File: src/rtl/parity_pkg.sv
// Shared types and constants for the parity frame generator/receiver path.
package parity_pkg;

  typedef enum logic [1:0] {
    IDLE = 2'd0,
    DATA = 2'd1,
    PAR  = 2'd2,
    HOLD = 2'd3
  } prx_state_t;

  localparam int PAR_EVEN = 0;
  localparam int PAR_ODD  = 1;

endpackage

File: src/rtl/parity_tree.sv
// Combinational XOR reduction of a W-bit vector; shared with the generator side.
module parity_tree #(
  parameter int W = 4
) (
  input  logic [W-1:0] i_vec,
  output logic         o_par
);

  assign o_par = ^i_vec;

endmodule

File: src/rtl/parity_frame_rx.sv
// Serial LSB-first parity frame receiver: reassembles DATA_W bits, checks the
// trailing parity bit and holds the word on a valid/ready output.
//
// state | meaning
// IDLE  | waiting for a bit with in_sof; other bits dropped
// DATA  | collecting data bits 1..DATA_W-1
// PAR   | next accepted bit is the parity bit
// HOLD  | word presented, waiting for out_ready
module parity_frame_rx
  import parity_pkg::*;
#(
  parameter int DATA_W = 4,
  parameter int ODD    = PAR_EVEN,
  parameter int CNT_W  = 8
) (
  input  logic              clk,
  input  logic              rst_n,
  input  logic              in_valid,
  output logic              in_ready,
  input  logic              in_bit,
  input  logic              in_sof,
  output logic              out_valid,
  input  logic              out_ready,
  output logic [DATA_W-1:0] out_data,
  output logic              out_perr,
  output logic              abort,
  input  logic              err_clr,
  output logic [CNT_W-1:0]  err_cnt
);

  localparam int                  CNT_BITS = $clog2(DATA_W + 1);
  localparam logic [CNT_BITS-1:0] LAST_IDX = CNT_BITS'(DATA_W - 1);
  localparam logic                ODD_BIT  = (ODD != PAR_EVEN);

  prx_state_t          r_state;
  prx_state_t          w_state_nxt;
  logic [CNT_BITS-1:0] r_cnt;
  logic [CNT_BITS-1:0] w_cnt_nxt;
  logic [DATA_W-1:0]   r_data;
  logic [DATA_W-1:0]   w_data_nxt;
  logic [DATA_W-1:0]   r_out_data;
  logic [CNT_W-1:0]    r_err_cnt;
  logic [CNT_W-1:0]    w_err_cnt_nxt;
  logic                r_in_ready;
  logic                r_out_valid;
  logic                r_perr;
  logic                r_abort;
  logic                w_accept;
  logic                w_start;
  logic                w_restart;
  logic                w_par_take;
  logic                w_perr;
  logic                w_data_par;
  logic                w_deliver;

  parity_tree #(.W(DATA_W)) u_par (
    .i_vec (r_data),
    .o_par (w_data_par)
  );

  assign w_accept  = in_valid && r_in_ready;
  assign w_deliver = r_out_valid && out_ready;

  always_ff @(posedge clk or negedge rst_n) begin
    if (!rst_n) begin
      r_state <= IDLE;
    end else begin
      r_state <= w_state_nxt;
    end
  end

  always_comb begin
    w_state_nxt = r_state;
    unique case (r_state)
      IDLE: begin
        if (w_accept && in_sof) begin
          w_state_nxt = (DATA_W == 1) ? PAR : DATA;
        end
      end
      DATA: begin
        if (w_accept) begin
          if (in_sof) begin
            w_state_nxt = (DATA_W == 1) ? PAR : DATA;
          end else if (r_cnt == LAST_IDX) begin
            w_state_nxt = PAR;
          end
        end
      end
      PAR: begin
        if (w_accept) begin
          if (in_sof) begin
            w_state_nxt = (DATA_W == 1) ? PAR : DATA;
          end else begin
            w_state_nxt = HOLD;
          end
        end
      end
      HOLD: begin
        if (out_ready) begin
          w_state_nxt = IDLE;
        end
      end
      default: w_state_nxt = IDLE;
    endcase
  end

  always_comb begin
    w_start    = w_accept && in_sof;
    w_restart  = w_start && ((r_state == DATA) || (r_state == PAR));
    w_par_take = w_accept && !in_sof && (r_state == PAR);
    w_perr     = (w_data_par ^ in_bit) != ODD_BIT;
    w_data_nxt = r_data;
    w_cnt_nxt  = r_cnt;
    // A new frame wipes the whole word so short-lived bits never leak across frames.
    if (w_start) begin
      w_data_nxt    = '0;
      w_data_nxt[0] = in_bit;
      w_cnt_nxt     = CNT_BITS'(1);
    end else if (w_accept && (r_state == DATA)) begin
      for (int i = 0; i < DATA_W; i++) begin
        if (r_cnt == CNT_BITS'(i)) begin
          w_data_nxt[i] = in_bit;
        end
      end
      w_cnt_nxt = r_cnt + CNT_BITS'(1);
    end
    w_err_cnt_nxt = r_err_cnt;
    if (err_clr) begin
      w_err_cnt_nxt = '0;
    end else if (w_deliver && r_perr && (r_err_cnt != '1)) begin
      w_err_cnt_nxt = r_err_cnt + CNT_W'(1);
    end
  end

  always_ff @(posedge clk or negedge rst_n) begin
    if (!rst_n) begin
      r_data      <= '0;
      r_cnt       <= '0;
      r_out_data  <= '0;
      r_perr      <= 1'b0;
      r_in_ready  <= 1'b1;
      r_out_valid <= 1'b0;
      r_abort     <= 1'b0;
      r_err_cnt   <= '0;
    end else begin
      r_data      <= w_data_nxt;
      r_cnt       <= w_cnt_nxt;
      r_in_ready  <= (w_state_nxt != HOLD);
      r_out_valid <= (w_state_nxt == HOLD);
      r_abort     <= w_restart;
      r_err_cnt   <= w_err_cnt_nxt;
      if (w_par_take) begin
        r_out_data <= r_data;
        r_perr     <= w_perr;
      end
    end
  end

  assign in_ready  = r_in_ready;
  assign out_valid = r_out_valid;
  assign out_data  = r_out_data;
  assign out_perr  = r_perr;
  assign abort     = r_abort;
  assign err_cnt   = r_err_cnt;

endmodule

File: config.mk
export PLATFORM = sky130hd
export DESIGN_NAME = parity_frame_rx
export DESIGN_NICKNAME = d
export VERILOG_FILES = /design/src/rtl/parity_pkg.sv /design/src/rtl/parity_tree.sv /design/src/rtl/parity_frame_rx.sv
export SDC_FILE = /design/constraint.sdc
export NUM_CORES = 1
export LEC_CHECK = 0
export BUFFER_PORTS_ARGS = -buffer_cell sky130_fd_sc_hd__clkbuf_2
export CAP_MARGIN = 5
export CORE_MARGIN = 2
export CORE_UTILIZATION = 40
export CTS_BUF_LIST = sky130_fd_sc_hd__clkbuf_16
export CTS_CLUSTER_SIZE = 24
export DETAILED_ROUTE_END_ITERATION = 10
export GPL_TIMING_DRIVEN = 0
export SETUP_SLACK_MARGIN = 0.2
export SLEW_MARGIN = 10
export SYNTH_ARGS = -nofsm -noshare
export SYNTH_HDL_FRONTEND = slang
export SYNTH_SLANG_ARGS = --single-unit
File: constraint.sdc
create_clock -name clk -period 1.85 [get_ports clk]
set_clock_uncertainty 0.15 [all_clocks]
set_input_delay 0.37 -clock clk [delete_from_list [all_inputs] [get_ports clk]]
set_output_delay 0.37 -clock clk [all_outputs]
set_load 0.02 [all_outputs]
==> metrics.csv <==
metric,value,unit
synthesized area,1370,um^2
Die ar.,3920,um^2
antenna-violating nets left,0,
clock sink total,25,
Yosys warnings,0,
largest net degree at the start of global routing,26,
DRT Pass-1 Iters,4,
multiplexer share of the synthesized area,7.11,%
"Clk pin slew, worst setup/hold paths",0.07,ns
synthesized instance count,135,
Max Freq,561,MHz
Unique masters post-synth,36,
Final Critical Period,1.78,ns
top post-synthesis cells by area,"dfrtp_1 (44%), ha_1 (9.1%), nand2_1 (5.5%), mux2_2 (4.9%), o21ai_0 (2.6%)",
Mapped Nets,152,
fin area,1780,um^2
RD Place Congestion,0.795,
Die Y,62.6,um
Area growth syn-to-layout,29.5,%
Power Density,1030,nW/um^2
HP Class,in2reg,
DP HPWL,2.02,mm
Setup TNS Final,0,ns
largest family of logic cells by synthesized area,simple AND/OR/NAND/NOR gates,
Post-Synth Simple-Gate Area,20.3,%
RSZ-0062 raised after global routing,yes,
Starting Density,41.5,%
gr usage total,15.9,%
Synth async-reset ratio,100,%
Clock Latency Late Sink,0.26,ns
"Cell Chain, Critical Path",inv_2 > ha_4 > buf_6 > or3_4 > o211ai_1 > a32oi_2 > and2_1,
Yosys reg bits,25,
reg2reg setup slack,0.07,ns
final setup fails,0,
Inserted Clock Buffers,3,
Max IR drop VDD,0.433,mV
routed len/inst,13.0,um
final worst-path cycle share,96.3,%
vias in the first global route,1137,
final hold violations,0,
CTS tree,built,
Critical Path RT,1.85,ns
Post-Syn Area per Cell,10.2,um^2
ys flop type,dfrtp_1,
Routed Wire Length,2.82,mm
Lkg Pwr,0.833,nW
worst setup margin,0.0679,ns
post-synth top area share,43.8,%
I/O pins,23,
"Seq/Total Area, Yosys",45.7,%
total grt overflow,0,
cell family with most CP delay,simple AND/OR/NAND/NOR gates,
Max Buffers Root-to-Sink,2,
Placement Setup Slack,0.0610,ns
via count,1113,
slowest cell delay on critical path,0.40,ns
pin slew with the least headroom to its limit,0.623,ns
number of diodes,0,
compound-gate portion of the synthesized area,11.2,%
via/cell ratio,5.13,
FILL cells,306,
most frequent cell after synthesis,dfrtp_1,
arrival time worst endpoint,1.79,ns
first-pass GRT wire length,4.95,mm
slew margin rel.,58.4,%
H-tree Lvls,1,
layout cells sized above 1,36.3,%
count of pins over their slew limit,0,
Post-synth EDFFs,0,
CP bufs+invs,2,
root buf cell,clkbuf_16,
outcome,completed,
1st-iter DRT viols,30,
post-synthesis xor/xnor area fraction,3.83,%
max-cap viol count,0,
total power,1.83,mW
slowest CP cell,dfrtp_1,
FP Rows,21,
CORE AREA,3310,um^2
Post-route DRC,0,
fin nets,189,
list of most frequent post-synthesis cells,"dfrtp_1 (24), nand2_1 (20), ha_1 (10), nor2_1 (7), o21ai_0 (7)",
CP Capture Type,flop,
most area-hungry cell type in the Yosys netlist,dfrtp_1,
I/O Buffers,21,
Die X,62.6,um
CP Launch Type,flop,
adder-cell area share of the yosys netlist,9.12,%
placed cell area,1570,um^2
initial antenna violation count,0,
worst-path maximum fanout,5,
CP Class,reg2reg,
[where the power goes]
part	switching (mW)	leakage, nW	total, mW	internal [mW]
combinational	0.308	0.457	0.656	0.348
clock	0.189	0.0423	0.478	0.289
sequential	0.0767	0.334	0.699	0.623
total	0.574	0.833	1.83	1.26
[stage by stage]
step | instances | utilization (%) | hold WS [ns]
after floorplan | 135 | - | -0.0756
after global routing | 217 | 53.7 | 0.282
after detailed placement | 202 | 47.5 | 0.278
after global placement | 202 | 47.5 | 0.266
final | 217 | 53.7 | 0.265
after CTS | 214 | 51.9 | 0.251
[logic make-up after synthesis]
group	Yosys count
multiplexers	9
XOR/XNOR	6
AND/OR/NAND/NOR	54
buffers and inverters	8
adder cells (fa/ha/maj)	10
AO/OA/AOI/OAI	23
flip-flops	25
[worst paths after layout]
kind / startpoint / endpoint / depth (start not counted)
setup / recovery: r_state[1] / out_valid / 7
hold / removal: in_sof / r_cnt[1] / 2
setup reg to reg: r_state[1] / out_valid / 7
hold reg to reg: out_data[1] / out_data[1] / 1
max in group asynchronous: rst_n / err_cnt[0] / 2
min in group asynchronous: rst_n / r_state[1] / 2
[area by class of cell]
class                      instances  area (um^2)  share of cell area (%)
timing repair buffer              32          198                    11.1
clock buffer                       3         75.1                    4.22
inverter                           6         25.0                    1.41
sequential                        25          629                    35.4
clock inverter                     1         3.75                   0.211
buffer                             2         15.0                   0.844
multi-input combinational        102          774                    43.6
tap                               46         57.6                    3.24
[repair_timing]
action | CTS | global route
pin swaps | 6 | 7
hold buffers | 1 | 0
setup buffers | 7 | 3
endpoints found under the setup margin | 7 | 13
endpoints found under the hold margin | 5 | 0
gates resized for setup | 2 | 9
[state kept, by name, summed over array words and instances, names as in the netlist]
register / cells
r_data: 4
err_cnt: 8
out_perr: 1
r_cnt: 3
r_state: 2
out_valid: 1
in_ready: 1
out_data: 4
abort: 1
[per-layer routing]
metal	track usage [%]	up-vias	wire [um]
met1	18.1	535	1220
met5	0	-	0
met4	8.33	0	49
li1	-	552	-
met2	28.2	20	1480
met3	3.06	6	77
[cell usage in the layout, fill, tap and decap left out, types with 4 or more instances in the layout]
| cell | count |
|---|---|
| nand3_1 | 5 |
| mux2_2 | 4 |
| ha_1 | 6 |
| nor2_1 | 7 |
| buf_4 | 8 |
| dfrtp_1 | 22 |
| nand2_1 | 20 |
| inv_1 | 5 |
| o21ai_0 | 6 |
| and3_1 | 4 |
| clkbuf_2 | 21 |
Power figures use the tool's default switching activity.
